===== src/rtl/tile_scheduler_pkg.sv =====
// ---------------------------------------------------------------------------
// tile_scheduler_pkg: FSM state encoding and default PE array edge. Rev 1.0
// ---------------------------------------------------------------------------
`default_nettype none

package tile_scheduler_pkg;

  localparam int DEF_PE_DIM = 32;

  typedef enum logic [2:0] {
    ST_IDLE  = 3'd0,
    ST_SETUP = 3'd1,
    ST_ISSUE = 3'd2,
    ST_WAIT  = 3'd3,
    ST_NEXT  = 3'd4,
    ST_DONE  = 3'd5
  } state_e;

endpackage

`default_nettype wire


===== src/rtl/tile_scheduler_if.sv =====
// ---------------------------------------------------------------------------
// tile_scheduler_if: pass handshake and per-pass configuration bus. Rev 1.0
// ---------------------------------------------------------------------------
`default_nettype none

interface tile_scheduler_if #(
  parameter int ADDR_W = 32
);

  logic              pass_start_o;
  logic              pass_done_i;
  logic [31:0]       tile_n_o;
  logic [7:0]        IC_real_o;
  logic [7:0]        OC_real_o;
  logic [31:0]       On_real_o;
  logic [ADDR_W-1:0] weight_GLB_base_addr_o;
  logic [ADDR_W-1:0] ifmap_GLB_base_addr_o;
  logic [ADDR_W-1:0] ipsum_GLB_base_addr_o;
  logic [ADDR_W-1:0] bias_GLB_base_addr_o;
  logic [ADDR_W-1:0] opsum_GLB_base_addr_o;
  logic              is_bias_o;

  modport master (
    output pass_start_o, tile_n_o, IC_real_o, OC_real_o, On_real_o,
           weight_GLB_base_addr_o, ifmap_GLB_base_addr_o, ipsum_GLB_base_addr_o,
           bias_GLB_base_addr_o, opsum_GLB_base_addr_o, is_bias_o,
    input  pass_done_i
  );

  modport slave (
    input  pass_start_o, tile_n_o, IC_real_o, OC_real_o, On_real_o,
           weight_GLB_base_addr_o, ifmap_GLB_base_addr_o, ipsum_GLB_base_addr_o,
           bias_GLB_base_addr_o, opsum_GLB_base_addr_o, is_bias_o,
    output pass_done_i
  );

endinterface

`default_nettype wire


===== src/rtl/tile_scheduler_dim_counter.sv =====
// ---------------------------------------------------------------------------
// tile_dim_counter: remaining-count tile walker with min clamp and index. Rev 1.0
// ---------------------------------------------------------------------------
`default_nettype none

module tile_dim_counter #(
  parameter int W = 16
) (
  input  logic         clk,
  input  logic         rst,
  input  logic         load_i,
  input  logic         adv_i,
  input  logic [W-1:0] total_i,
  input  logic [W-1:0] size_i,
  output logic [W-1:0] real_o,
  output logic [W-1:0] idx_o,
  output logic         last_o
);

  logic [W-1:0] rem_q, rem_d;
  logic [W-1:0] idx_q, idx_d;

  // adv_i is only raised when last_o is low, so the subtract cannot underflow
  always_comb begin
    rem_d = rem_q;
    idx_d = idx_q;
    if (load_i) begin
      rem_d = total_i;
      idx_d = '0;
    end else if (adv_i) begin
      rem_d = rem_q - size_i;
      idx_d = idx_q + W'(1);
    end
  end

  always_ff @(posedge clk) begin
    if (rst) begin
      rem_q <= '0;
      idx_q <= '0;
    end else begin
      rem_q <= rem_d;
      idx_q <= idx_d;
    end
  end

  assign last_o = (rem_q <= size_i);
  assign real_o = last_o ? rem_q : size_i;
  assign idx_o  = idx_q;

endmodule

`default_nettype wire


===== src/rtl/tile_scheduler.sv =====
// ---------------------------------------------------------------------------
// tile_scheduler: walks OC/row/IC tiles and issues one token_engine pass each. Rev 1.0
// ---------------------------------------------------------------------------
`default_nettype none

module tile_scheduler
  import tile_scheduler_pkg::*;
#(
  parameter int PE_DIM = DEF_PE_DIM,
  parameter int ADDR_W = 32,
  parameter int CNT_W  = 16
) (
  input  logic              clk,
  input  logic              rst,
  input  logic              layer_start_i,
  output logic              layer_done_o,
  output logic              busy_o,
  input  logic [CNT_W-1:0]  IC_total_i,
  input  logic [CNT_W-1:0]  OC_total_i,
  input  logic [CNT_W-1:0]  On_total_i,
  input  logic [CNT_W-1:0]  rows_per_tile_i,
  input  logic [ADDR_W-1:0] weight_base_i,
  input  logic [ADDR_W-1:0] ifmap_base_i,
  input  logic [ADDR_W-1:0] opsum_base_i,
  input  logic [ADDR_W-1:0] bias_base_i,
  input  logic [ADDR_W-1:0] weight_ic_stride_i,
  input  logic [ADDR_W-1:0] weight_oc_stride_i,
  input  logic [ADDR_W-1:0] ifmap_ic_stride_i,
  input  logic [ADDR_W-1:0] ifmap_n_stride_i,
  input  logic [ADDR_W-1:0] opsum_oc_stride_i,
  input  logic [ADDR_W-1:0] opsum_n_stride_i,
  tile_scheduler_if.master  pass_if
);

  localparam logic [CNT_W-1:0]  PE_CNT    = CNT_W'(PE_DIM);
  localparam logic [ADDR_W-1:0] BIAS_STEP = ADDR_W'(PE_DIM * 4);

  state_e state_q, state_d;

  logic [CNT_W-1:0]  ic_tot_q, oc_tot_q, on_tot_q, rows_q;
  logic [ADDR_W-1:0] w_base_q, f_base_q, o_base_q, b_base_q;
  logic [ADDR_W-1:0] w_ic_str_q, w_oc_str_q, f_ic_str_q, f_n_str_q, o_oc_str_q, o_n_str_q;

  // *_oc / *_n registers hold the rewind point of the enclosing loop level
  logic [ADDR_W-1:0] weight_q, weight_d, weight_oc_q, weight_oc_d;
  logic [ADDR_W-1:0] ifmap_q, ifmap_d, ifmap_n_q, ifmap_n_d;
  logic [ADDR_W-1:0] opsum_q, opsum_d, opsum_oc_q, opsum_oc_d;
  logic [ADDR_W-1:0] bias_q, bias_d;

  logic [CNT_W-1:0] ic_real, oc_real, n_real;
  logic [CNT_W-1:0] ic_idx, oc_idx, n_idx;
  logic             ic_last, oc_last, n_last;
  logic             ic_load, ic_adv, n_load, n_adv, oc_load, oc_adv;
  logic             in_setup, in_next;
  logic             pass_start, layer_done, busy;
  logic             unused_oc_idx;

  assign in_setup = (state_q == ST_SETUP);
  assign in_next  = (state_q == ST_NEXT);

  assign ic_load = in_setup || (in_next && ic_last);
  assign ic_adv  = in_next && !ic_last;
  assign n_load  = in_setup || (in_next && ic_last && n_last);
  assign n_adv   = in_next && ic_last && !n_last;
  assign oc_load = in_setup;
  assign oc_adv  = in_next && ic_last && n_last && !oc_last;

  tile_dim_counter #(.W(CNT_W)) u_ic_cnt (
    .clk(clk), .rst(rst), .load_i(ic_load), .adv_i(ic_adv),
    .total_i(ic_tot_q), .size_i(PE_CNT),
    .real_o(ic_real), .idx_o(ic_idx), .last_o(ic_last)
  );

  tile_dim_counter #(.W(CNT_W)) u_n_cnt (
    .clk(clk), .rst(rst), .load_i(n_load), .adv_i(n_adv),
    .total_i(on_tot_q), .size_i(rows_q),
    .real_o(n_real), .idx_o(n_idx), .last_o(n_last)
  );

  tile_dim_counter #(.W(CNT_W)) u_oc_cnt (
    .clk(clk), .rst(rst), .load_i(oc_load), .adv_i(oc_adv),
    .total_i(oc_tot_q), .size_i(PE_CNT),
    .real_o(oc_real), .idx_o(oc_idx), .last_o(oc_last)
  );

  assign unused_oc_idx = ^oc_idx;

  always_ff @(posedge clk) begin
    if (rst) begin
      state_q <= ST_IDLE;
    end else begin
      state_q <= state_d;
    end
  end

  always_comb begin
    state_d = state_q;
    case (state_q)
      ST_IDLE:  if (layer_start_i) state_d = ST_SETUP;
      ST_SETUP: begin
        if (ic_tot_q == '0 || oc_tot_q == '0 || on_tot_q == '0) state_d = ST_DONE;
        else                                                    state_d = ST_ISSUE;
      end
      ST_ISSUE: state_d = ST_WAIT;
      ST_WAIT:  if (pass_if.pass_done_i) state_d = ST_NEXT;
      ST_NEXT:  state_d = (ic_last && n_last && oc_last) ? ST_DONE : ST_ISSUE;
      ST_DONE:  state_d = ST_IDLE;
      default:  state_d = ST_IDLE;
    endcase
  end

  always_comb begin
    pass_start = (state_q == ST_ISSUE);
    layer_done = (state_q == ST_DONE);
    busy       = (state_q != ST_IDLE);
  end

  always_ff @(posedge clk) begin
    if (rst) begin
      ic_tot_q   <= '0;
      oc_tot_q   <= '0;
      on_tot_q   <= '0;
      rows_q     <= '0;
      w_base_q   <= '0;
      f_base_q   <= '0;
      o_base_q   <= '0;
      b_base_q   <= '0;
      w_ic_str_q <= '0;
      w_oc_str_q <= '0;
      f_ic_str_q <= '0;
      f_n_str_q  <= '0;
      o_oc_str_q <= '0;
      o_n_str_q  <= '0;
    end else if (state_q == ST_IDLE && layer_start_i) begin
      ic_tot_q   <= IC_total_i;
      oc_tot_q   <= OC_total_i;
      on_tot_q   <= On_total_i;
      rows_q     <= rows_per_tile_i;
      w_base_q   <= weight_base_i;
      f_base_q   <= ifmap_base_i;
      o_base_q   <= opsum_base_i;
      b_base_q   <= bias_base_i;
      w_ic_str_q <= weight_ic_stride_i;
      w_oc_str_q <= weight_oc_stride_i;
      f_ic_str_q <= ifmap_ic_stride_i;
      f_n_str_q  <= ifmap_n_stride_i;
      o_oc_str_q <= opsum_oc_stride_i;
      o_n_str_q  <= opsum_n_stride_i;
    end
  end

  always_comb begin
    weight_d    = weight_q;
    weight_oc_d = weight_oc_q;
    ifmap_d     = ifmap_q;
    ifmap_n_d   = ifmap_n_q;
    opsum_d     = opsum_q;
    opsum_oc_d  = opsum_oc_q;
    bias_d      = bias_q;
    if (in_setup) begin
      weight_d    = w_base_q;
      weight_oc_d = w_base_q;
      ifmap_d     = f_base_q;
      ifmap_n_d   = f_base_q;
      opsum_d     = o_base_q;
      opsum_oc_d  = o_base_q;
      bias_d      = b_base_q;
    end else if (in_next) begin
      if (!ic_last) begin
        weight_d = weight_q + w_ic_str_q;
        ifmap_d  = ifmap_q + f_ic_str_q;
      end else if (!n_last) begin
        weight_d  = weight_oc_q;
        ifmap_n_d = ifmap_n_q + f_n_str_q;
        ifmap_d   = ifmap_n_q + f_n_str_q;
        opsum_d   = opsum_q + o_n_str_q;
      end else if (!oc_last) begin
        weight_oc_d = weight_oc_q + w_oc_str_q;
        weight_d    = weight_oc_q + w_oc_str_q;
        ifmap_n_d   = f_base_q;
        ifmap_d     = f_base_q;
        opsum_oc_d  = opsum_oc_q + o_oc_str_q;
        opsum_d     = opsum_oc_q + o_oc_str_q;
        bias_d      = bias_q + BIAS_STEP;
      end
    end
  end

  always_ff @(posedge clk) begin
    if (rst) begin
      weight_q    <= '0;
      weight_oc_q <= '0;
      ifmap_q     <= '0;
      ifmap_n_q   <= '0;
      opsum_q     <= '0;
      opsum_oc_q  <= '0;
      bias_q      <= '0;
    end else begin
      weight_q    <= weight_d;
      weight_oc_q <= weight_oc_d;
      ifmap_q     <= ifmap_d;
      ifmap_n_q   <= ifmap_n_d;
      opsum_q     <= opsum_d;
      opsum_oc_q  <= opsum_oc_d;
      bias_q      <= bias_d;
    end
  end

  assign layer_done_o = layer_done;
  assign busy_o       = busy;

  assign pass_if.pass_start_o           = pass_start;
  assign pass_if.tile_n_o               = 32'(n_idx);
  assign pass_if.IC_real_o              = 8'(ic_real);
  assign pass_if.OC_real_o              = 8'(oc_real);
  assign pass_if.On_real_o              = 32'(n_real);
  assign pass_if.weight_GLB_base_addr_o = weight_q;
  assign pass_if.ifmap_GLB_base_addr_o  = ifmap_q;
  assign pass_if.ipsum_GLB_base_addr_o  = opsum_q;
  assign pass_if.opsum_GLB_base_addr_o  = opsum_q;
  assign pass_if.bias_GLB_base_addr_o   = bias_q;
  // a nonzero IC clamp distinguishes a live first IC tile from the cleared idle state
  assign pass_if.is_bias_o              = (ic_idx == '0) && (ic_real != '0);

endmodule

`default_nettype wire

===== src/flat_wrapper.sv =====
// flat-port wrapper written by rule: the top's interface ports become plain ports
module tile_scheduler_flat import tile_scheduler_pkg::*;
#(
  parameter int PE_DIM = DEF_PE_DIM,
  parameter int ADDR_W = 32,
  parameter int CNT_W  = 16
)
  (clk, rst, layer_start_i, layer_done_o, busy_o, IC_total_i, OC_total_i, On_total_i, rows_per_tile_i, weight_base_i, ifmap_base_i, opsum_base_i, bias_base_i, weight_ic_stride_i, weight_oc_stride_i, ifmap_ic_stride_i, ifmap_n_stride_i, opsum_oc_stride_i, opsum_n_stride_i, pass_if_pass_start_o, pass_if_tile_n_o, pass_if_IC_real_o, pass_if_OC_real_o, pass_if_On_real_o, pass_if_weight_GLB_base_addr_o, pass_if_ifmap_GLB_base_addr_o, pass_if_ipsum_GLB_base_addr_o, pass_if_bias_GLB_base_addr_o, pass_if_opsum_GLB_base_addr_o, pass_if_is_bias_o, pass_if_pass_done_i);
  tile_scheduler_if #(.ADDR_W(ADDR_W)) pass_if_i ();
  input  logic clk;
  input  logic rst;
  input  logic layer_start_i;
  output logic layer_done_o;
  output logic busy_o;
  input  logic [CNT_W-1:0] IC_total_i;
  input  logic [CNT_W-1:0] OC_total_i;
  input  logic [CNT_W-1:0] On_total_i;
  input  logic [CNT_W-1:0] rows_per_tile_i;
  input  logic [ADDR_W-1:0] weight_base_i;
  input  logic [ADDR_W-1:0] ifmap_base_i;
  input  logic [ADDR_W-1:0] opsum_base_i;
  input  logic [ADDR_W-1:0] bias_base_i;
  input  logic [ADDR_W-1:0] weight_ic_stride_i;
  input  logic [ADDR_W-1:0] weight_oc_stride_i;
  input  logic [ADDR_W-1:0] ifmap_ic_stride_i;
  input  logic [ADDR_W-1:0] ifmap_n_stride_i;
  input  logic [ADDR_W-1:0] opsum_oc_stride_i;
  input  logic [ADDR_W-1:0] opsum_n_stride_i;
  output wire logic [$bits(pass_if_i.pass_start_o)-1:0] pass_if_pass_start_o;
  output wire logic [$bits(pass_if_i.tile_n_o)-1:0] pass_if_tile_n_o;
  output wire logic [$bits(pass_if_i.IC_real_o)-1:0] pass_if_IC_real_o;
  output wire logic [$bits(pass_if_i.OC_real_o)-1:0] pass_if_OC_real_o;
  output wire logic [$bits(pass_if_i.On_real_o)-1:0] pass_if_On_real_o;
  output wire logic [$bits(pass_if_i.weight_GLB_base_addr_o)-1:0] pass_if_weight_GLB_base_addr_o;
  output wire logic [$bits(pass_if_i.ifmap_GLB_base_addr_o)-1:0] pass_if_ifmap_GLB_base_addr_o;
  output wire logic [$bits(pass_if_i.ipsum_GLB_base_addr_o)-1:0] pass_if_ipsum_GLB_base_addr_o;
  output wire logic [$bits(pass_if_i.bias_GLB_base_addr_o)-1:0] pass_if_bias_GLB_base_addr_o;
  output wire logic [$bits(pass_if_i.opsum_GLB_base_addr_o)-1:0] pass_if_opsum_GLB_base_addr_o;
  output wire logic [$bits(pass_if_i.is_bias_o)-1:0] pass_if_is_bias_o;
  input wire logic [$bits(pass_if_i.pass_done_i)-1:0] pass_if_pass_done_i;
  assign pass_if_pass_start_o = pass_if_i.pass_start_o;
  assign pass_if_tile_n_o = pass_if_i.tile_n_o;
  assign pass_if_IC_real_o = pass_if_i.IC_real_o;
  assign pass_if_OC_real_o = pass_if_i.OC_real_o;
  assign pass_if_On_real_o = pass_if_i.On_real_o;
  assign pass_if_weight_GLB_base_addr_o = pass_if_i.weight_GLB_base_addr_o;
  assign pass_if_ifmap_GLB_base_addr_o = pass_if_i.ifmap_GLB_base_addr_o;
  assign pass_if_ipsum_GLB_base_addr_o = pass_if_i.ipsum_GLB_base_addr_o;
  assign pass_if_bias_GLB_base_addr_o = pass_if_i.bias_GLB_base_addr_o;
  assign pass_if_opsum_GLB_base_addr_o = pass_if_i.opsum_GLB_base_addr_o;
  assign pass_if_is_bias_o = pass_if_i.is_bias_o;
  assign pass_if_i.pass_done_i = pass_if_pass_done_i;
  tile_scheduler #(.PE_DIM(PE_DIM), .ADDR_W(ADDR_W), .CNT_W(CNT_W)) u_core (.clk(clk), .rst(rst), .layer_start_i(layer_start_i), .layer_done_o(layer_done_o), .busy_o(busy_o), .IC_total_i(IC_total_i), .OC_total_i(OC_total_i), .On_total_i(On_total_i), .rows_per_tile_i(rows_per_tile_i), .weight_base_i(weight_base_i), .ifmap_base_i(ifmap_base_i), .opsum_base_i(opsum_base_i), .bias_base_i(bias_base_i), .weight_ic_stride_i(weight_ic_stride_i), .weight_oc_stride_i(weight_oc_stride_i), .ifmap_ic_stride_i(ifmap_ic_stride_i), .ifmap_n_stride_i(ifmap_n_stride_i), .opsum_oc_stride_i(opsum_oc_stride_i), .opsum_n_stride_i(opsum_n_stride_i), .pass_if(pass_if_i));
endmodule

===== config.mk =====
export PLATFORM = sky130hd
export DESIGN_NAME = tile_scheduler_flat
export DESIGN_NICKNAME = d
export VERILOG_FILES = /design/src/rtl/tile_scheduler_pkg.sv /design/src/rtl/tile_scheduler_if.sv /design/src/rtl/tile_scheduler_dim_counter.sv /design/src/rtl/tile_scheduler.sv /design/src/flat_wrapper.sv
export SDC_FILE = /design/constraint.sdc
export NUM_CORES = 2
export LEC_CHECK = 0
export ABC_CLOCK_PERIOD_IN_PS = 9300
export BUFFER_PORTS_ARGS = -buffer_cell sky130_fd_sc_hd__buf_2
export CAP_MARGIN = 30
export CORE_MARGIN = 5
export CORE_UTILIZATION = 58
export DETAILED_ROUTE_END_ITERATION = 16
export PLACE_DENSITY_LB_ADDON = 0.2
export SLEW_MARGIN = 20
export SYNTH_ARGS = -nofsm -noshare
export SYNTH_HDL_FRONTEND = slang
export SYNTH_SLANG_ARGS = --single-unit
export TNS_END_PERCENT = 100

===== constraint.sdc =====
create_clock -name clk -period 9.3 [get_ports clk]
set_input_delay 0.93 -clock clk [delete_from_list [all_inputs] [get_ports clk]]
set_output_delay 0.93 -clock clk [all_outputs]
set_load 0.01 [all_outputs]

; Word level (Yosys, flattened, before mapping)
; Cells that the tools add are included.
[totals]
output_inout_bits = 244
ff_bits = 691
input_bits = 388
[op_classes]
mux = 45
magnitude_cmp = 3
reduce_logical = 35
eq_ne = 10
n_addsub = 12
[ops]
columns = operator, count
row1 = $mux 32, 31
row2 = $add 32x32->32, 6
row3 = $mux 16, 8
row4 = $logic_not 16->1, 4
row5 = $add 16x1->16 const B, 2
row6 = $add 32x8->32 const B, 1
row7 = $le 16x6->1 const B, 2
row8 = $sub 16x6->16 const B, 2
row9 = $le 16x16->1, 1
row10 = $reduce_bool 16->1, 1
row11 = $sub 16x16->16, 1
row12 = $pmux 3 s5, 1
row13 = $mux 3, 4
row14 = $reduce_bool 2->1, 6
row15 = $logic_and 1x1->1, 9
row16 = $mux 8, 1
row17 = $eq 3x2->1 const B, 2
row18 = $eq 3x3->1 const B, 2
row19 = $ne 2x2->1 const B, 3
row20 = $logic_or 1x1->1, 4
row21 = $ne 4x4->1 const B, 1
row22 = $reduce_and 2->1, 2
row23 = $reduce_and 4->1, 1
row24 = $reduce_or 2->1, 2
row25 = other kinds (6), 8

; Logic depth before layout (Yosys ltp)
[depth]
depth_word = 6
ltp_mapped = 17
depth_no_buf = 13

; By module
; A second synthesis with hierarchy kept.
[unflattened]
hier_cells = 5363
area_unflattened_um2 = 41217.0
[by_module_without_submodules]
columns = mod, n_inst, seq_area_each_um2, area_each_um2, cells_each
row1 = tile_scheduler, 1, 12231.7, 33582.2, 4391
row2 = tile_dim_counter, 3, 640.6, 2544.9, 324

; Worst setup path after synthesis
; Ideal clock, no wire load.
[synth_path]
kind = register to output
start = register u_core.u_n_cnt.rem_q[0]
end = output pass_if_On_real_o[0]
t_arrival_ns = 3.003
required_time_ns = 8.370
setup_slack_ns = 5.367
stages_incl_launch_ff = 16
n_path_buf = 5
path_cell_list = dfxtp_1 -> inv_1 -> ha_1 -> fa_1 -> nand2b_1 -> a21o_1 -> a211o_1 -> a21oi_1 -> or2_1 -> buf_6 -> buf_2 -> buf_2 -> buf_2 -> clkbuf_1 -> nand2_1 -> o21ai_0
[synth_between]
elab_chain_len = 2
[synth_lines]
columns = item, line_no
row1 = start: declaration, tile_scheduler_dim_counter.sv:20  ; logic [W-1:0] rem_q, rem_d;
row2 = start signal: assignment, tile_scheduler_dim_counter.sv:41  ; rem_q <= rem_d;
row3 = $le 16x16->1, tile_scheduler_dim_counter.sv:46  ; assign last_o = (rem_q <= size_i);
row4 = $mux 16 (*), tile_scheduler_dim_counter.sv:47  ; assign real_o = last_o ? rem_q : size_i;
row5 = end: declaration, flat_wrapper.sv:33  ; output wire logic [$bits(pass_if_i.On_real_o)-1:0] pass_if_On_real_o;
; Mark *: on every way between the ends. The rest lies on a longest branch, timed or not.

; Worst setup path in the final report
[layout_path]
start = register u_core.u_n_cnt.rem_q[0]
end = register u_core.weight_q[27] (netlist: u_core.pass_if.weight_GLB_base_addr_o[27])
[layout_between]
elab_chain_len = 5
[layout_lines]
columns = item, line_no
row1 = $le 16x16->1 (*), tile_scheduler_dim_counter.sv:46
row2 = $mux 32, tile_scheduler.sv:172  ; end else if (!n_last) begin
row3 = $mux 32, tile_scheduler.sv:169  ; if (!ic_last) begin
row4 = $mux 32, tile_scheduler.sv:168  ; end else if (in_next) begin
row5 = $mux 32, tile_scheduler.sv:160  ; if (in_setup) begin
row6 = end signal: assignment, tile_scheduler.sv:199  ; weight_q <= weight_d;
row7 = end: declaration, tile_scheduler.sv:45  ; logic [ADDR_W-1:0] weight_q, weight_d, weight_oc_q, weight_oc_d;
; Mark *: on every way between the ends. The rest lies on a longest branch, timed or not. The select of a mux whose other input is x is not followed.
; A chain may end at the register's enable or synchronous reset.

==> flow_summary.html <==
<table>
<tr><th>Metric</th><th>Value</th></tr>
<tr><th colspan="2">STA</th></tr>
<tr><td>Fraction of the cycle the final worst path needs</td><td>56.70%</td></tr>
<tr><td>Max-slew headroom at the worst pin</td><td>21.65%</td></tr>
<tr><td>Number of hold violations in the final report</td><td>0</td></tr>
<tr><td>Max Clock Skew</td><td>0.02230 ns</td></tr>
<tr><td>Slew of the pin with the lowest slew margin</td><td>1.175 ns</td></tr>
<tr><td>Maximum operating frequency</td><td>~190 MHz</td></tr>
<tr><td>Unrepaired setup endpoints after global routing</td><td>false</td></tr>
<tr><td>Number of setup violations in the final report</td><td>0</td></tr>
<tr><td>Slew Limit Fails</td><td>0</td></tr>
<tr><td>Setup_tns</td><td>0 ns</td></tr>
<tr><td>Worst path setup slack after routing</td><td>4.027 ns</td></tr>
<tr><td>Period minus WS final</td><td>5.274 ns</td></tr>
<tr><th colspan="2">Clock network</th></tr>
<tr><td>CTS tree</td><td>done</td></tr>
<tr><td>Maximum buffer depth of the clock tree</td><td>3</td></tr>
<tr><td>Clock latency on the worst-skew pair</td><td>0.64 ns</td></tr>
<tr><td>Cell at the root of the clock tree</td><td>sky130_fd_sc_hd__clkbuf_16</td></tr>
<tr><td>Resize count post-CTS</td><td>0</td></tr>
<tr><td>Number of clock sinks</td><td>691</td></tr>
<tr><td>Worst-path clk slew</td><td>roughly 0.060 ns</td></tr>
<tr><td>Post-CTS Setup Repair Bufs</td><td>0</td></tr>
<tr><td>Post-CTS Hold Buffers</td><td>0</td></tr>
<tr><td>TritonCTS buffer count</td><td>77</td></tr>
<tr><td>H-tree lvl count</td><td>3</td></tr>
<tr><th colspan="2">Layout</th></tr>
<tr><td>Fraction of final layout cells sized beyond drive strength 1</td><td>between 10 and 15%</td></tr>
<tr><td>Cell area after layout</td><td>about 0.044 mm²</td></tr>
<tr><td>Number of fill cells</td><td>5843</td></tr>
<tr><td>Final nets</td><td>~6100</td></tr>
<tr><td>Area growth from synthesis to layout</td><td>14.46%</td></tr>
<tr><th colspan="2">Drt</th></tr>
<tr><td>Drt wl/cell</td><td>approximately 21 µm</td></tr>
<tr><td>Count of vias placed by the detailed router</td><td>39370</td></tr>
<tr><td>Final ANT Viol Nets</td><td>0</td></tr>
<tr><td>Total routed wire length on the met1 layer</td><td>55.82 mm</td></tr>
<tr><td>Met3 layer wire length in the routed design</td><td>12.97 mm</td></tr>
<tr><td>Total met2 wirelength after detailed routing</td><td>60.23 mm</td></tr>
<tr><td>Drt initial violations</td><td>4107</td></tr>
<tr><td>DRC violation count after routing</td><td>0</td></tr>
<tr><td>Highest routed layer</td><td>met5</td></tr>
<tr><td>Total iterations of the first detailed-routing run</td><td>6</td></tr>
<tr><td>Total routed wirelength</td><td>about 140 mm</td></tr>
<tr><td>Mean number of vias per cell</td><td>6.117</td></tr>
<tr><th colspan="2">Power and ir drop</th></tr>
<tr><td>Power per standard cell area</td><td>342.1 mW/mm²</td></tr>
<tr><td>Max rail drop VDD</td><td>495.1 µV</td></tr>
<tr><td>Reported leakage power</td><td>0.01901 µW</td></tr>
<tr><th colspan="2">Yosys</th></tr>
<tr><td>Async set or reset register ratio after synthesis</td><td>0%</td></tr>
<tr><td>Number of different library cells in the post-synthesis netlist</td><td>91</td></tr>
<tr><td>Number of warning messages in the yosys log</td><td>0</td></tr>
<tr><td>Post-synthesis sequential area ratio</td><td>35.71%</td></tr>
<tr><td>Synthesized area divided by synthesized cell count</td><td>7.524 µm²</td></tr>
<tr><td>Post-synthesis register bit count</td><td>691</td></tr>
<tr><td>Top_reg_cell synth</td><td>sky130_fd_sc_hd__dfxtp_1</td></tr>
<tr><td>Cell area after synthesis</td><td>0.03874 mm²</td></tr>
<tr><td>Synth Instances</td><td>5149</td></tr>
<tr><td>Number of flops mapped to enable cells by yosys</td><td>0</td></tr>
<tr><th colspan="2">Worst setup path</th></tr>
<tr><td>Largest fanout on the critical path</td><td>56</td></tr>
<tr><td>Crit. Startpoint</td><td>u_core.u_n_cnt.rem_q[0]</td></tr>
<tr><td>Path depth of the worst reg2reg path</td><td>14</td></tr>
<tr><td>WS Path Type</td><td>reg2reg</td></tr>
<tr><td>CP startpoint kind</td><td>flip-flop</td></tr>
<tr><td>Data arrival time of the critical path</td><td>5.79 ns</td></tr>
<tr><td>Required time reported for the critical path endpoint</td><td>9.82 ns</td></tr>
<tr><td>FF-to-FF Start</td><td>u_core.u_n_cnt.rem_q[0]</td></tr>
<tr><td>Critical Path End Type</td><td>flip-flop</td></tr>
<tr><th colspan="2">Hold path</th></tr>
<tr><td>Min-Delay Path Depth</td><td>2</td></tr>
<tr><td>Start point of the worst hold path</td><td>u_core.b_base_q[5]</td></tr>
<tr><td>Type of the most critical hold path</td><td>reg2reg</td></tr>
<tr><th colspan="2">Floorplan</th></tr>
<tr><td>Std cell rows</td><td>94</td></tr>
<tr><td>Boundary Pins</td><td>632</td></tr>
<tr><td>Full die area</td><td>0.07206 mm²</td></tr>
<tr><td>Die X</td><td>268.4 µm</td></tr>
<tr><td>Core Region</td><td>0.06598 mm²</td></tr>
<tr><td>Vertical extent of the die</td><td>268.4 µm</td></tr>
<tr><td>Initial Util</td><td>58.71%</td></tr>
<tr><th colspan="2">Global routing</th></tr>
<tr><td>Tot GR Track Use</td><td>35.43%</td></tr>
<tr><td>Overall overflow remaining after global route</td><td>0</td></tr>
<tr><td>Number of antenna violations at the first check in global routing</td><td>16</td></tr>
<tr><td>Global-route wire length before repair</td><td>204.6 mm</td></tr>
<tr><td>Maximum number of pins on one net before global-route repair</td><td>227</td></tr>
<tr><td>Vias in the first global route</td><td>36240</td></tr>
<tr><th colspan="2">Placed design</th></tr>
<tr><td>Post-DP HPWL</td><td>97.78 mm</td></tr>
<tr><td>Quantity of I/O buffers inserted on ports</td><td>595</td></tr>
<tr><td>Placed Area</td><td>0.04158 mm²</td></tr>
<tr><td>Post-placement setup slack</td><td>between 4 and 5 ns</td></tr>
<tr><td>Global placer's final weighted congestion</td><td>0.9687</td></tr>
<tr><th colspan="2">Flow run</th></tr>
<tr><td>Max-Cap Viols</td><td>0</td></tr>
<tr><th colspan="2">Status</th></tr>
<tr><td>Run status</td><td>complete, no violations</td></tr>
</table>
[through the flow]
step	util, %	hold slack (ns)	std cells	total power [µW]
6_report	67.20	0.4483	6436	15170
5_1_grt	67.17	0.4688	6428	16030
4_1_cts	67.04	0.4524	6423	14990
3_5_place_dp	63.02	0.4450	6288	11780
3_3_place_gp	62.99	0.4391	6287	11670
2_1_floorplan	-	0.4319	5184	9428
[area by class of cell]
cell class / instances / area (µm²) / share of cell area (%)
sequential: 691 / 13830 / 31.20
clock buffer: 106 / 2206 / 4.975
multi-input combinational: 4018 / 23050 / 51.98
antenna: 10 / 25.02 / 0.05644
timing repair buffer: 636 / 3393 / 7.653
clock inverter: 29 / 444.2 / 1.002
tap: 864 / 1081 / 2.438
inverter: 82 / 307.8 / 0.6942
[metal layers]
metal,up-vias,global-route usage [%]
li1,18710,-
met1,18480,47.98
met2,1834,55.89
met3,341,7.026
met4,14,14.57
met5,-,0
[critical path, cell delays in order (launching register included)]
cell                        delay [ns]
sky130_fd_sc_hd__dfxtp_1          0.33
sky130_fd_sc_hd__inv_1            0.05
sky130_fd_sc_hd__ha_1             0.22
sky130_fd_sc_hd__fa_1             0.38
sky130_fd_sc_hd__nand2b_1         0.19
sky130_fd_sc_hd__a21o_1           0.20
sky130_fd_sc_hd__a211o_1          0.27
sky130_fd_sc_hd__a21oi_1          0.34
sky130_fd_sc_hd__or2_4            0.47
sky130_fd_sc_hd__buf_4            0.78
sky130_fd_sc_hd__nor2_1           0.27
sky130_fd_sc_hd__a21o_1           0.60
sky130_fd_sc_hd__nand2_1          0.55
sky130_fd_sc_hd__nor2_1           0.07
sky130_fd_sc_hd__a2111oi_0        0.36
[cells by family (layout without fill, tap and decap cells)]
| kind of cell | Yosys count | in the layout | share of synthesized area (%) |
|---|---|---|---|
| adder cells (fa/ha/maj) | 215 | 215 | 7.080 |
| other | 1 | 46 | 0.009680 |
| multiplexers | 21 | 21 | 0.5555 |
| buffers and inverters | 475 | 853 | 5.352 |
| AO/OA/AOI/OAI | 1554 | 1554 | 24.69 |
| flip-flops | 691 | 691 | 35.71 |
| AND/OR/NAND/NOR | 1967 | 1967 | 21.52 |
| XOR/XNOR | 225 | 225 | 5.087 |
[path summary, 6_finish.rpt]
kind / end / slack (ns)
worst max-delay path: u_core.pass_if.weight_GLB_base_addr_o[27] / 4.03
worst min register to register: u_core.pass_if.bias_GLB_base_addr_o[5] / 0.45
worst max register to register: u_core.pass_if.weight_GLB_base_addr_o[27] / 4.03
worst min-delay path: u_core.pass_if.bias_GLB_base_addr_o[5] / 0.45
[cells in the final DEF (no fill, tap or decap), types with 13 or more instances in the layout]
cell,Yosys,layout
sky130_fd_sc_hd__nor3_1,57,56
sky130_fd_sc_hd__dfxtp_1,691,691
sky130_fd_sc_hd__o211ai_1,83,83
sky130_fd_sc_hd__buf_2,19,594
sky130_fd_sc_hd__nor4_1,31,31
sky130_fd_sc_hd__o21bai_1,28,28
sky130_fd_sc_hd__clkbuf_16,0,77
sky130_fd_sc_hd__a211oi_1,74,74
sky130_fd_sc_hd__ha_1,208,208
sky130_fd_sc_hd__nand4_1,41,41
sky130_fd_sc_hd__conb_1,1,36
sky130_fd_sc_hd__clkbuf_8,0,17
sky130_fd_sc_hd__a221oi_1,15,15
sky130_fd_sc_hd__a22oi_1,27,27
sky130_fd_sc_hd__a211o_1,14,14
sky130_fd_sc_hd__nor2_1,333,325
sky130_fd_sc_hd__or3_1,18,18
sky130_fd_sc_hd__nor2b_1,27,27
sky130_fd_sc_hd__mux2i_1,17,17
sky130_fd_sc_hd__xnor2_1,120,120
sky130_fd_sc_hd__o31ai_1,15,15
sky130_fd_sc_hd__a21oi_1,717,717
sky130_fd_sc_hd__and3_1,34,34
sky130_fd_sc_hd__nand3_1,78,78
sky130_fd_sc_hd__a21o_1,103,103
sky130_fd_sc_hd__a311oi_1,56,56
sky130_fd_sc_hd__xor2_1,105,105
sky130_fd_sc_hd__inv_1,81,81
sky130_fd_sc_hd__a31oi_1,56,55
sky130_fd_sc_hd__o21a_1,33,33
sky130_fd_sc_hd__o21ai_0,195,195
sky130_fd_sc_hd__clkinv_2,0,13
sky130_fd_sc_hd__o22ai_1,18,18
sky130_fd_sc_hd__buf_4,69,35
sky130_fd_sc_hd__nand2b_1,33,33
sky130_fd_sc_hd__and2_1,24,23
sky130_fd_sc_hd__nand2_1,1235,1232
[synthesized netlist by cell type, types with 11 or more instances]
master                      count  share of area, %
sky130_fd_sc_hd__a21oi_1      717               9.3
sky130_fd_sc_hd__and2_1        24              0.39
sky130_fd_sc_hd__a22oi_1       27              0.52
sky130_fd_sc_hd__nor2_1       333               3.2
sky130_fd_sc_hd__nor3_1        57              0.74
sky130_fd_sc_hd__a21o_1       103               2.0
sky130_fd_sc_hd__nand4_1       41              0.66
sky130_fd_sc_hd__o21a_1        33              0.64
sky130_fd_sc_hd__a31oi_1       56              0.90
sky130_fd_sc_hd__o31ai_1       15              0.29
sky130_fd_sc_hd__a311oi_1      56               1.3
sky130_fd_sc_hd__buf_4         69               1.3
sky130_fd_sc_hd__nand3_1       78               1.0
sky130_fd_sc_hd__nand2_1     1235                12
sky130_fd_sc_hd__mux2i_1       17              0.44
sky130_fd_sc_hd__o211ai_1      83               1.6
sky130_fd_sc_hd__a211o_1       14              0.32
sky130_fd_sc_hd__and3_1        34              0.55
sky130_fd_sc_hd__nor2b_1       27              0.44
sky130_fd_sc_hd__ha_1         208               6.7
sky130_fd_sc_hd__a21boi_0      11              0.21
sky130_fd_sc_hd__inv_1         81              0.78
sky130_fd_sc_hd__dfxtp_1      691                36
sky130_fd_sc_hd__buf_1         27              0.26
sky130_fd_sc_hd__xor2_1       105               2.4
sky130_fd_sc_hd__xnor2_1      120               2.7
sky130_fd_sc_hd__a2111oi_0     11              0.25
sky130_fd_sc_hd__buf_2         19              0.25
sky130_fd_sc_hd__o21bai_1      28              0.54
sky130_fd_sc_hd__a221oi_1      15              0.34
sky130_fd_sc_hd__a211oi_1      74               1.4
sky130_fd_sc_hd__nor4_1        31              0.50
sky130_fd_sc_hd__nand2b_1      33              0.53
sky130_fd_sc_hd__clkbuf_1     277               2.7
sky130_fd_sc_hd__o221ai_1      12              0.27
sky130_fd_sc_hd__o22ai_1       18              0.29
sky130_fd_sc_hd__o21ai_0      195               2.5
sky130_fd_sc_hd__or3_1         18              0.29
[report_power, final]
group	internal (µW)	switching (µW)
clock network	1870	1320
registers	3730	740
logic	2380	5120
total	7990	7180
Note: power is estimated with default switching activity, not from simulation.
